$ cat config.mk
export PLATFORM = sky130hd
export DESIGN_NAME = csr_arbiter
export DESIGN_NICKNAME = d
export VERILOG_FILES = /design/src/rtl/types_pkg.sv /design/src/rtl/csr_arbiter.sv
export SDC_FILE = /design/constraint.sdc
export NUM_CORES = 1
export LEC_CHECK = 0
export ABC_CLOCK_PERIOD_IN_PS = 1550
export CORE_MARGIN = 1.5
export CORE_UTILIZATION = 39
export CTS_BUF_LIST = sky130_fd_sc_hd__clkbuf_2 sky130_fd_sc_hd__clkbuf_4 sky130_fd_sc_hd__clkbuf_8
export DETAILED_ROUTE_END_ITERATION = 7
export GPL_ROUTABILITY_DRIVEN = 0
export HOLD_SLACK_MARGIN = 0.15
export PLACE_DENSITY = 0.84
export SLEW_MARGIN = 25
export SYNTH_ARGS = -nofsm -noshare
export SYNTH_HDL_FRONTEND = slang
export SYNTH_SLANG_ARGS = --single-unit
$ cat constraint.sdc
create_clock -name clk -period 1.55 [get_ports clk]
set_input_delay 0.155 -clock clk [delete_from_list [all_inputs] [get_ports clk]]
set_output_delay 0.155 -clock clk [all_outputs]
set_load 0.1 [all_outputs]
$ cat src/rtl/types_pkg.sv
// Shared CSR datapath types: address, data word, register index and op code.
// Pure type definitions, no timing.
// No flow control.
package types_pkg;

   typedef logic [11:0] CsrAddrT;
   typedef logic [31:0] word;
   typedef logic [4:0]  r;

   // funct3 encoding of the Zicsr instructions; 0 is unused by hardware ops
   typedef enum logic [2:0] {
      CSR_NONE = 3'd0,
      CSRRW    = 3'd1,
      CSRRS    = 3'd2,
      CSRRC    = 3'd3,
      CSRRWI   = 3'd5,
      CSRRSI   = 3'd6,
      CSRRCI   = 3'd7
   } csr_op_t;

endpackage

$ cat src/rtl/csr_arbiter.sv
// Two-port (core/ext) round-robin arbiter in front of a single CSR bank.
// Latency: grant -> csr_enable 1 cycle, response 2 cycles after grant; 3 cycles grant to next grant minimum.
// Backpressure: one access in flight; response held until granted port's rsp_ready, requests ignored outside IDLE.
module csr_arbiter #(
   parameter bit  ExtFirst = 1'b0,
   parameter type CsrAddrT = types_pkg::CsrAddrT
) (
   input  logic              clk,
   input  logic              reset_n,

   input  logic              core_valid,
   output logic              core_ready,
   input  CsrAddrT           core_addr,
   input  types_pkg::csr_op_t core_op,
   input  types_pkg::r       core_zimm,
   input  types_pkg::word    core_data,

   output logic              core_rsp_valid,
   input  logic              core_rsp_ready,
   output types_pkg::word    core_rsp_data,
   output logic              core_rsp_err,

   input  logic              ext_valid,
   output logic              ext_ready,
   input  CsrAddrT           ext_addr,
   input  types_pkg::csr_op_t ext_op,
   input  types_pkg::r       ext_zimm,
   input  types_pkg::word    ext_data,

   output logic              ext_rsp_valid,
   input  logic              ext_rsp_ready,
   output types_pkg::word    ext_rsp_data,
   output logic              ext_rsp_err,

   output logic              csr_enable,
   output CsrAddrT           csr_addr,
   output types_pkg::csr_op_t csr_op,
   output types_pkg::r       rs1_zimm,
   output types_pkg::word    rs1_data,
   input  types_pkg::word    csr_rdata,
   input  logic              csr_hit
);

   typedef enum logic [1:0] {
      IDLE  = 2'd0,
      ISSUE = 2'd1,
      RESP  = 2'd2
   } state_t;

   state_t             state_q, state_d;
   logic               grant_q;     // port owning the in-flight access: 0 core, 1 ext
   logic               last_q;      // port that won the last completed access
   logic               pick_ext;
   logic               take;
   logic               rsp_done;

   CsrAddrT            addr_q;
   types_pkg::csr_op_t op_q;
   types_pkg::r        zimm_q;
   types_pkg::word     data_q;
   types_pkg::word     rdata_q;
   logic               err_q;

   // ext wins when it is alone, or when both ask and core won last time
   assign pick_ext = ext_valid && (!core_valid || !last_q);

   // state register
   always_ff @(posedge clk or negedge reset_n) begin
      if (!reset_n) begin
         state_q <= IDLE;
      end else begin
         state_q <= state_d;
      end
   end

   // next-state and handshake outputs; ready is masked during reset so no grant can happen there
   always_comb begin
      state_d        = state_q;
      core_ready     = 1'b0;
      ext_ready      = 1'b0;
      core_rsp_valid = 1'b0;
      ext_rsp_valid  = 1'b0;
      csr_enable     = 1'b0;
      take           = 1'b0;
      rsp_done       = 1'b0;
      unique case (state_q)
         IDLE: begin
            if ((core_valid || ext_valid) && reset_n) begin
               take    = 1'b1;
               state_d = ISSUE;
               if (pick_ext) begin
                  ext_ready = 1'b1;
               end else begin
                  core_ready = 1'b1;
               end
            end
         end
         ISSUE: begin
            csr_enable = 1'b1;
            state_d    = RESP;
         end
         RESP: begin
            if (grant_q) begin
               ext_rsp_valid = 1'b1;
               rsp_done      = ext_rsp_ready;
            end else begin
               core_rsp_valid = 1'b1;
               rsp_done       = core_rsp_ready;
            end
            if (rsp_done) begin
               state_d = IDLE;
            end
         end
         default: state_d = IDLE;
      endcase
   end

   // request capture on grant, bank result capture on the issue cycle, pointer update on completion
   always_ff @(posedge clk or negedge reset_n) begin
      if (!reset_n) begin
         grant_q <= 1'b0;
         last_q  <= !ExtFirst;
         addr_q  <= '0;
         op_q    <= types_pkg::CSR_NONE;
         zimm_q  <= '0;
         data_q  <= '0;
         rdata_q <= '0;
         err_q   <= 1'b0;
      end else begin
         if (take) begin
            grant_q <= pick_ext;
            addr_q  <= pick_ext ? ext_addr : core_addr;
            op_q    <= pick_ext ? ext_op   : core_op;
            zimm_q  <= pick_ext ? ext_zimm : core_zimm;
            data_q  <= pick_ext ? ext_data : core_data;
         end
         if (state_q == ISSUE) begin
            rdata_q <= csr_rdata;
            err_q   <= !csr_hit;
         end
         if (rsp_done) begin
            last_q <= grant_q;
         end
      end
   end

   assign csr_addr      = addr_q;
   assign csr_op        = op_q;
   assign rs1_zimm      = zimm_q;
   assign rs1_data      = data_q;

   // both ports see the same result registers; only the granted one gets rsp_valid
   assign core_rsp_data = rdata_q;
   assign core_rsp_err  = err_q;
   assign ext_rsp_data  = rdata_q;
   assign ext_rsp_err   = err_q;

endmodule

### After elaboration in Yosys (flattened, before gate mapping)

Cells that the tools add are included.

* input bits: 143
* flip-flop bits (word level): 89

* equality and inequality tests: 4
* muxes and demuxes: 23
* reduce and logical (&&, ||, !) cells: 9

Operators by type and width (count)
* $mux W32: 1
* $mux W1: 16
* $mux W12: 1
* $pmux W2 S3: 1
* $mux W5: 1
* $mux W2: 2
* $ne A2 B2 Y1 const B: 2
* $logic_not A1 Y1: 3
* $mux W3: 1
* $eq A2 B1 Y1 const B: 1
* $eq A2 B2 Y1 const B: 1
* $logic_and A1 B1 Y1: 2
* $logic_not A2 Y1: 1
* $logic_or A1 B1 Y1: 2
* $reduce_and A2 Y1: 1

### Longest topological paths before layout

Gate-level depths: netlist of run 1.

* word-level depth: 6
* depth in mapped cells: 5

### Worst setup path after synthesis of run 1

No wires, ideal clock.

* kind: reg2out
* start: register state_q[0]
* end: output port ext_ready
* buffers on the path: 0
* cell stages (with the launch flop): 4
* path slack: -0.706 ns
* arrival: 2.101 ns
* required time: 1.395 ns
* path through: dfrtp_1 nor3b_4 o21ai_2 nor2_1

* cells in the longest elaborated chain, start to end: 2

RTL lines
* start, declared: line csr_arbiter.sv:50 `state_t state_q, state_d;`
* start signal, assigned: line csr_arbiter.sv:72 `state_q <= state_d;`
* $logic_not A2 Y1: line csr_arbiter.sv:86 `unique case (state_q)`
* $mux W1: line csr_arbiter.sv:86
* end, declared: line csr_arbiter.sv:24 `output logic ext_ready,`

Every way passes these cells.

### Worst setup path after layout of run 1

* start: register state_q[1]
* end: output port ext_ready

Same word-level chain as after synthesis.

==> flow_summary.ini, run 1 <==
[sta]
rsz0062_at_grt = true
holdWs_ns = 0.3627
slew_headroom_pct = 53.87
fin_setup_tns_ns = -0.6272
finClkSkew_ns = 0.009431
setup_viol = 6
slew_violations = 0
fin_crit_sh_pct = 116.6
tightestPinTransition_ns = 0.6905
layout_setup_ws_ns = -0.2568
fmax_mhz = 553.5
finalWorstPathRequiredPeriod_ns = 1.807
hold_viol = 0

[critical_path]
slowest_delay_ns = 0.45
path_max_fanout = 3
r2r_end = rs1_data[26]$_DFFE_PN0P_
crit_slowest_cell = dfrtp_2
endpoint_kind = output port
startpoint_type = flip-flop
crit_family = flip-flops
crit_arrival_ns = 1.65
required_ns = 1.39
critPathBufInv = 2
setup.worst_path.class = flip-flop to output port
r2r.worst_path.cells = 4
r2r-start = last_q$_DFFE_PN1P_
ff2ff_setup_slack_ns = -0.01
crit_chain = nor3b_4 > o21ai_2 > buf_4 > nor2_4 > buf_12

[layout]
multi_input_area_um2 = 1777
drive_above_1_share_pct = 43.01
syn2layout_area_growth_pct = 97.55
regArea_um2 = 2230
nets = 696
diodes = 0
final_area_um2 = 8676
n_fill_cell = 602

[synth]
netlist_area_um2 = 4392
postSynthAreaPerCell_um2 = 14.17
ys_warn_count = 0
synth_seq_cells = 89
synth_cell_types = 27
netlist.area_leader.share_pct = 50.14
syn_nets = 453
synthTopCellsByArea = dfrtp_1, a2bb2oi_2, o32ai_1
ys_seq_area_share_pct = 50.74
netlist_instances = 310
yosys.area.top_type = dfrtp_1

[clock_tree]
clkLatencyLatePin_ns = 0.35
cts_max_level = 3
root_buffer = clkbuf_8
path_clk_slew_ns = 0.09
cts_buffers = 9
clock_sinks = 89
cts_tree = yes
cts_buffer_depth = 2

[flow_run]
drv_cap = 0

[floorplan]
fp.dieH_um = 109.1
rows = 38
core_um2 = 10890
io_pins = 266
chipWidth_um = 109.1
initial_core_util_pct = 40.34
die_area_um2 = 11910

[placement]
dp_hpwl_um = 11190
dpl_cell_area_um2 = 8243
port-buffer-count = 265
pre_cts_slack_ns = -0.6242

[global_routing]
track_usage_pct = 26.25
grt_pass1_vias = 4081
overflow = 0
grt_pass1_wl_um = 23120
grt_max_degree = 53
antenna_found_initial = 0

[detailed_routing]
wl_per_cell_um = 22.77
dr_wl_met2_um = 8680
via_count = 3874
dr_wl_met3_um = 1464
drc = 0
wl_met1_um = 5282
drt_iter0_drc = 133
drt_first_pass_iters = 4
ant_nets = 0
topRoutingLayerUsed = met4
vias_per_cell = 5.550
routed_wl_um = 15900

[worst_hold_path]
hold-path-endpoint = core_rsp_err$_DFFE_PN0P_
hold_class = input pin to flip-flop
min_path_cells = 2
hold_start = csr_hit

[status]
status = complete, but fails checks
violations = negative setup slack
## per-stage QoR
stage | instances | utilization (%)
final | 698 | 79.68
after detailed placement | 670 | 75.71
after floorplan | 310 | -
after global routing | 698 | 79.68
after global placement | 670 | 75.71
after CTS | 696 | 79.05
## repair_timing
| item | in CTS | in global routing |
|---|---|---|
| cloned | 3 | 2 |
| pin swaps | 3 | 3 |
| resized for setup | 7 | 10 |
| setup endpoints to repair | 57 | 97 |
| buffers inserted | 6 | 0 |
| hold buffers | 1 | 0 |
| endpoints found under the hold margin | 50 | 0 |
## cell usage after synthesis
cell,count
mux2_2,5
a2bb2oi_2,48
o21ai_2,1
buf_2,14
nand2_1,1
dfrtp_1,88
a21oi_1,1
nor3b_4,1
inv_2,1
mux2i_1,3
clkinv_4,1
inv_1,2
nor2_1,1
a21bo_1,1
a2bb2oi_1,4
o2bb2ai_1,1
buf_6,3
o32ai_1,52
nor2b_1,3
mux2_1,27
dfstp_2,1
and2_1,3
a21o_1,1
buf_1,1
buf_8,2
clkbuf_1,8
buf_4,36
## metal layers
metal,up-vias,track usage [%]
met5,-,0
met4,0,10.53
li1,1676,-
met1,1916,28.73
met3,38,7.113
met2,244,47.72
## sequential cells by signal (all words and copies together) (netlist names)
| register | count |
|---|---|
| rs1_data | 32 |
| core_rsp_data | 32 |
| csr_addr | 12 |
| core_rsp_err | 1 |
| csr_op | 3 |
| grant_q | 1 |
| last_q | 1 |
| rs1_zimm | 5 |
| state_q | 2 |
## logic make-up (layout without fill, tap and decap cells)
logic type | Yosys count | after routing | share of synthesized area [%]
mux | 35 | 35 | 8.889
compound gates | 109 | 109 | 28.49
buf+inv | 68 | 314 | 10.43
flops | 89 | 89 | 50.74
simple gates | 9 | 11 | 1.453
## worst max-delay path by stage
stage / start / to / slack, ns / cells after the start
after detailed placement: ext_valid / rs1_data[18]$_DFFE_PN0P_ / -0.62 / 4
after floorplan: state_q[1]$_DFFE_PN0P_ / core_ready / -0.04 / 5
after global routing: state_q[1]$_DFFE_PN0P_ / ext_ready / -0.31 / 5
after CTS: state_q[1]$_DFFE_PN0P_ / ext_ready / -0.26 / 5
after global placement: ext_valid / csr_op[1]$_DFFE_PN0P_ / -0.47 / 4
final: state_q[1]$_DFFE_PN0P_ / ext_ready / -0.26 / 5
## layout by cell type, fill, tap and decap left out, types with 2 or more instances in the layout
| cell type | instances |
|---|---|
| mux2i_1 | 3 |
| inv_1 | 2 |
| clkdlybuf4s50_1 | 141 |
| and2_2 | 2 |
| buf_12 | 130 |
| dfrtp_1 | 87 |
| a2bb2oi_1 | 4 |
| clkinv_2 | 2 |
| buf_6 | 3 |
| o32ai_1 | 51 |
| a2bb2oi_2 | 48 |
| mux2_1 | 25 |
| clkbuf_8 | 10 |
| nor2b_4 | 4 |
| clkinv_4 | 3 |
| mux2_2 | 7 |
| buf_4 | 15 |
## area by class of cell
type / instances / share of cell area (%)
inverter: 4 / 0.2307
sequential: 89 / 25.70
multi-input combinational: 155 / 20.48
clock buffer: 10 / 1.586
timing repair buffer: 294 / 49.22
tap: 140 / 2.019
clock inverter: 6 / 0.7643
Power of run 1 is not shown: default switching activity piles up to over one toggle a cycle in this logic, so the estimate is an artifact.
==> run 2, diff against run 1 <==
--- a/config.mk
+++ b/config.mk
@@ -13,6 +13,7 @@
 export GPL_ROUTABILITY_DRIVEN = 0
 export HOLD_SLACK_MARGIN = 0.15
 export PLACE_DENSITY = 0.84
+export SETUP_SLACK_MARGIN = 0.3
 export SLEW_MARGIN = 25
 export SYNTH_ARGS = -nofsm -noshare
 export SYNTH_HDL_FRONTEND = slang
==> run 2 against run 1 <==
  * The flow now stops in 5_1_grt
  * Area after synthesis did not move
  * Synthesized cell count unchanged
==> flow_summary.ini, run 2 <==
[status]
status = stopped before the end
haltStage = 5_1_grt
error = [ERROR GRT-0232] Routing congestion too high. Check the congestion heatmap in the GUI.

[synth]
synthTopCellsByArea = dfrtp_1, a2bb2oi_2, o32ai_1
syn_nets = 453
synth_cell_types = 27
postSynthAreaPerCell_um2 = 14.17
synth_edf_count = 0
synth_common_cells = dfrtp_1, o32ai_1, a2bb2oi_2
netlist_instances = 310
ys_warn_count = 0
ys_seq_area_share_pct = 50.74
yosysMostFrequentCell = dfrtp_1
netlist_area_um2 = 4392
yosys.area.top_type = dfrtp_1
synthArstFlopShare_pct = 100.0
synth_ff_type = dfrtp_1
synth_seq_cells = 89
netlist.area_leader.share_pct = 50.14

[global_routing]
antenna_found_initial = 2
grt_max_degree = 53
overflow = 12
track_usage_pct = 74.11

[sta]
endpoint_type = output port
crit_endpoint = ext_ready

[clock_tree]
cts_buffer_depth = 2
cts_buffers = 9
clock_sinks = 89
root_buffer = clkbuf_8
cts_max_level = 3

[floorplan]
initial_core_util_pct = 40.34
io_pins = 266
fp.dieH_um = 109.1
chipWidth_um = 109.1
rows = 38

[placement]
dp_hpwl_um = 11640
port-buffer-count = 265
[run 2: cell counts after synthesis]
No cell type changed its count.
[run 2: cells by family after synthesis]
logic type             after synthesis  share of synthesized area (%)
AOI/OAI and AO/OA                  109                          28.49
DFF                                 89                          50.74
buffers and inverters               68                          10.43
muxes                               35                          8.889
and+or+nand+nor                      9                          1.453
[run 2: layer usage]
metal | global-route usage [%] | GRT overflow
met4 | 77.63 | 3
met1 | 71.77 | 0
met5 | 15.18 | 0
met3 | 60.91 | 0
met2 | 90.94 | 9
[run 2: what timing repair did]
action | 4_1_cts
setup buffers | 18
resized for setup | 86
endpoints found under the hold margin | 51
pin swaps | 25
cloned | 13
setup endpoints to repair | 91
[run 2: metrics by stage]
| stage | setup WS [ns] | cells | setup TNS, ns | area, um^2 | util, % |
|---|---|---|---|---|---|
| after floorplan | -0.03727 | 310 | -0.03727 | 5027 | - |
| after detailed placement | -0.1013 | 667 | -3.275 | 8810 | 80.91 |
| after global placement | -0.05128 | 667 | -0.2404 | 8810 | 80.91 |
| after CTS | -0.1680 | 713 | -1.523 | 10280 | 94.42 |
==> run 3, diff against run 2 <==
==> config.mk (replaced) <==
export PLATFORM = sky130hd
export DESIGN_NAME = csr_arbiter
export DESIGN_NICKNAME = d
export VERILOG_FILES = /design/src/rtl/types_pkg.sv /design/src/rtl/csr_arbiter.sv
export SDC_FILE = /design/constraint.sdc
export NUM_CORES = 1
export LEC_CHECK = 0
export ABC_CLOCK_PERIOD_IN_PS = 1550
export CORE_MARGIN = 1.5
export CORE_UTILIZATION = 30
export DETAILED_ROUTE_END_ITERATION = 7
export GPL_ROUTABILITY_DRIVEN = 0
export PLACE_DENSITY_LB_ADDON = 0.15
export SLEW_MARGIN = 25
export SYNTH_ARGS = -nofsm -noshare
export SYNTH_HDL_FRONTEND = slang
export SYNTH_SLANG_ARGS = --single-unit
==> run 3 against run 2 <==
  * The flow now finishes, with violations (negative setup slack)
==> flow_summary.ini, run 3 (synthesized netlist as in run 1, its figures left out) <==
[detailed_routing]
drt_first_pass_iters = 4
vias_per_cell = 4.995
drt_iter0_drc = 101
wl_per_cell_um = 19.03
ant_nets = 0
via_count = 3716
routed_wl_um = 14160
drc = 0

[clock_tree]
clock_sinks = 89
cts_tree = yes
cts_buffer_depth = 2
clkLatencyLatePin_ns = 0.34
cts_max_level = 3
path_clk_slew_ns = 0.06
cts_buffers = 9
root_buffer = clkbuf_16

[layout]
final_area_um2 = 8922
final_cell_mix = clkdlybuf4s50_1, buf_12, dfrtp_1
final_common_cell = clkdlybuf4s50_1
syn2layout_area_growth_pct = 103.2
n_fill_cell = 1100
nets = 698
drive_above_1_share_pct = 44.29
diodes = 0

[sta]
fin_crit_sh_pct = 110.6
rsz0062_at_grt = true
hold_viol = 0
slew_headroom_pct = 64.81
slew_violations = 0
finalWorstPathRequiredPeriod_ns = 1.714
layout_setup_ws_ns = -0.1640
finClkSkew_ns = 0.005166
setup_viol = 28
fin_setup_tns_ns = -2.007
fmax_mhz = 583.4
tightestPinTransition_ns = 0.5279

[global_routing]
grt_pass1_wl_um = 20990
overflow = 0
grt_pass1_vias = 3718
antenna_found_initial = 0
track_usage_pct = 18.26
grt_max_degree = 56

[floorplan]
initial_core_util_pct = 30.45
rows = 44
core_um2 = 14420
chipWidth_um = 124.0
die_area_um2 = 15370
io_pins = 266
fp.dieH_um = 124.0

[placement]
dp_hpwl_um = 10390
dpl_cell_area_um2 = 8368
port-buffer-count = 265

[critical_path]
startpoint_type = flip-flop
setup.worst_path.class = flip-flop to output port
required_ns = 1.39
crit_arrival_ns = 1.56
path_max_fanout = 2
endpoint_kind = output port

[status]
violations = negative setup slack
status = complete, but fails checks

[flow_run]
drv_cap = 0

[worst_hold_path]
hold_class = input pin to flip-flop
## run 3: final cells by class
class                      instances  area [um^2]  share of cell area [%]
clock buffer                      12        246.5                   2.763
tap                              184        230.2                   2.580
clock inverter                     4        28.78                  0.3225
timing repair buffer             298         4369                   48.97
inverter                           4        20.02                  0.2244
sequential                        89         2228                   24.98
multi-input combinational        153         1799                   20.17
## run 3: worst paths after layout
check	startpoint	end	slack, ns	cells past startpoint
worst max-delay path	state_q[1]$_DFFE_PN0P_	core_ready	-0.16	5
worst min-delay path	csr_hit	core_rsp_err$_DFFE_PN0P_	0.38	2
worst max register to register	state_q[1]$_DFFE_PN0P_	csr_addr[11]$_DFFE_PN0P_	-0.09	6
worst min register to register	last_q$_DFFE_PN1P_	last_q$_DFFE_PN1P_	0.53	1
max in group asynchronous	reset_n	csr_addr[1]$_DFFE_PN0P_	0.25	4
min in group asynchronous	reset_n	rs1_data[26]$_DFFE_PN0P_	0.46	3
## run 3: timing repair
action	4_1_cts	5_1_grt
gates cloned	3	0
setup buffers	8	1
hold buffers	1	0
gates resized for setup	8	22
pin swaps	2	1
hold endpoints to repair	4	0
endpoints found under the setup margin	7	86
## run 3: worst max-delay path, cell delays in order, from the launching register on
cell      delay (ns)
dfrtp_1         0.41
nor3b_4         0.31
o21ai_4         0.13
clkinv_4        0.07
and2_4          0.14
buf_12          0.16
## run 3: layer usage
layer	track usage [%]	wire, um	up-vias
li1	-	-	1681
met2	30.97	7045	183
met4	7.031	291	0
met3	6.273	1341	21
met1	21.28	5483	1831
met5	0	0	-
## run 3: through the flow
| stage | setup slack [ns] | instances | hold WS (ns) | utilization, % |
|---|---|---|---|---|
| floorplan | -0.03727 | 310 | -0.1406 | - |
| global placement | -0.08064 | 715 | 0.3601 | 58.02 |
| detailed placement | -0.09160 | 715 | 0.3667 | 58.02 |
| CTS | -0.1960 | 743 | 0.3707 | 61.29 |
| global route | -0.2406 | 744 | 0.3849 | 61.86 |
| finish | -0.1640 | 744 | 0.3811 | 61.86 |
Power of run 3 is left out for the same reason.
==> run 4, diff against run 3 <==
--- a/config.mk
+++ b/config.mk
@@ -10,6 +10,7 @@
 export CORE_UTILIZATION = 30
 export DETAILED_ROUTE_END_ITERATION = 7
 export GPL_ROUTABILITY_DRIVEN = 0
+export MAX_ROUTING_LAYER = met4
 export PLACE_DENSITY_LB_ADDON = 0.15
 export SLEW_MARGIN = 25
 export SYNTH_ARGS = -nofsm -noshare
==> run 4 against run 3 <==
  * The flow still finishes with violations (negative setup slack)
  * Clock skew down 0.00051 ns
  * Worst setup slack improved by 0.015 ns
  * Critical path depth is the same
  * Register-to-register slack hardly changed
  * Via count rose by 0.30%
  * Utilization is the same
  * Cell area unchanged
  * Global-route usage rose by 0.52 points
  * First-iteration DRC count increased by 5.0%
  * Non-clock buffer count unchanged
  * Critical endpoint unchanged
==> flow_summary.ini, run 4 (synthesized netlist as in run 1, its figures left out) <==
[clock_tree]
cts_max_level = 3
cts_buffers = 9
clock_sinks = 89
cts_buffer_depth = 2
root_buffer = clkbuf_16
path_clk_slew_ns = 0.06
cts_tree = yes
clkLatencyLatePin_ns = 0.34

[detailed_routing]
wl_per_cell_um = 19.02
ant_nets = 0
drt_iter0_drc = 106
routed_wl_um = 14150
drt_first_pass_iters = 4
via_count = 3727
drc = 0
vias_per_cell = 5.009

[placement]
port-buffer-count = 265
dp_hpwl_um = 10390
dpl_cell_area_um2 = 8368
pre_cts_slack_ns = -0.09160

[critical_path]
ff2ff_setup_slack_ns = -0.08
crit_slowest_cell = dfrtp_1
r2r-start = state_q[1]$_DFFE_PN0P_
startpoint_type = flip-flop
path_max_fanout = 2
r2r_end = csr_addr[11]$_DFFE_PN0P_
required_ns = 1.39
crit_family = simple AND/OR/NAND/NOR gates
crit_chain = nor3b_4 > o21ai_4 > clkinv_4 > and2_4 > buf_12
r2r.worst_path.cells = 6
slowest_delay_ns = 0.41
setup.worst_path.class = flip-flop to output port
endpoint_kind = output port
critPathBufInv = 2
crit_arrival_ns = 1.54

[layout]
syn2layout_area_growth_pct = 103.2
drive_above_1_share_pct = 44.29
post-route-util_pct = 61.86
final_area_um2 = 8922
nets = 698
diodes = 0
final_common_cell = clkdlybuf4s50_1
final_cell_mix = clkdlybuf4s50_1, buf_12, dfrtp_1

[sta]
slew_headroom_pct = 64.84
tightestPinTransition_ns = 0.5275
layout_setup_ws_ns = -0.1488
fin_crit_sh_pct = 109.6
hold_viol = 0
finalWorstPathRequiredPeriod_ns = 1.699
setup_viol = 27
finClkSkew_ns = 0.004654
rsz0062_at_grt = true
fmax_mhz = 588.7
slew_violations = 0

[floorplan]
rows = 44
fp.dieH_um = 124.0
die_area_um2 = 15370
io_pins = 266
initial_core_util_pct = 30.45
core_um2 = 14420
chipWidth_um = 124.0

[global_routing]
antenna_found_initial = 0
track_usage_pct = 18.78
overflow = 0
grt_pass1_wl_um = 20960
grt_pass1_vias = 3724
grt_max_degree = 56

[status]
violations = negative setup slack
status = complete, but fails checks

[worst_hold_path]
hold_class = input pin to flip-flop
hold_start = csr_hit
min_path_cells = 2
hold-path-endpoint = core_rsp_err$_DFFE_PN0P_

[flow_run]
drv_cap = 0
run 4: cell counts in the layout (fill, tap and decap cells not counted):
Identical to the previous run, type by type.
run 4: area by class of cell:
| cell class | instances | area [um^2] |
|---|---|---|
| flip-flops and latches | 89 | 2228 |
| inverters | 4 | 20.02 |
| multi-input cells | 153 | 1799 |
| clock inverters | 4 | 28.78 |
| repair buffers | 298 | 4369 |
| fillers | 1100 | 5502 |
| well taps | 184 | 230.2 |
| clock buffers | 12 | 246.5 |
run 4: routing by layer:
layer  track usage [%]  wire, um  vias up
li1                  -         -     1683
met1             21.86      5575     1845
met2             30.87      7087      178
met3             5.449      1198       21
met4             7.031       288        0
met5                 -         0        -
run 4: how the worst max path moves through the flow:
stage | cells past startpoint | start | slack (ns) | end
final | 5 | state_q[1]$_DFFE_PN0P_ | -0.15 | core_ready
after global routing | 5 | state_q[1]$_DFFE_PN0P_ | -0.24 | core_ready
after CTS | 5 | state_q[0]$_DFFE_PN0P_ | -0.20 | core_ready
after detailed placement | 5 | ext_valid | -0.09 | rs1_data[26]$_DFFE_PN0P_
after global placement | 6 | ext_valid | -0.08 | rs1_data[26]$_DFFE_PN0P_
after floorplan | 5 | state_q[1]$_DFFE_PN0P_ | -0.04 | core_ready
run 4: worst register-to-register path: cells and delay by family, from the launching register on:
kind,cells,cell delay [ns]
buf+inv,3,0.60
flops,1,0.41
simple gates,1,0.30
compound gates,2,0.27
run 4: stage by stage:
stage               hold WS (ns)   TNS, ns  instances
floorplan                -0.1406  -0.03727        310
global placement          0.3601   -0.7601        715
detailed placement        0.3667    -2.398        715
CTS                       0.3707    -2.589        743
global route              0.3849    -5.982        744
finish                    0.3811    -1.689        744
run 4: what timing repair did:
action | in CTS | in global routing
setup buffers | 8 | 1
cloned | 3 | 0
resized for setup | 8 | 22
pin swaps | 2 | 1
hold endpoints to repair | 4 | 0
setup endpoints to repair | 7 | 86
hold buffers | 1 | 0
Power of run 4 is left out for the same reason.
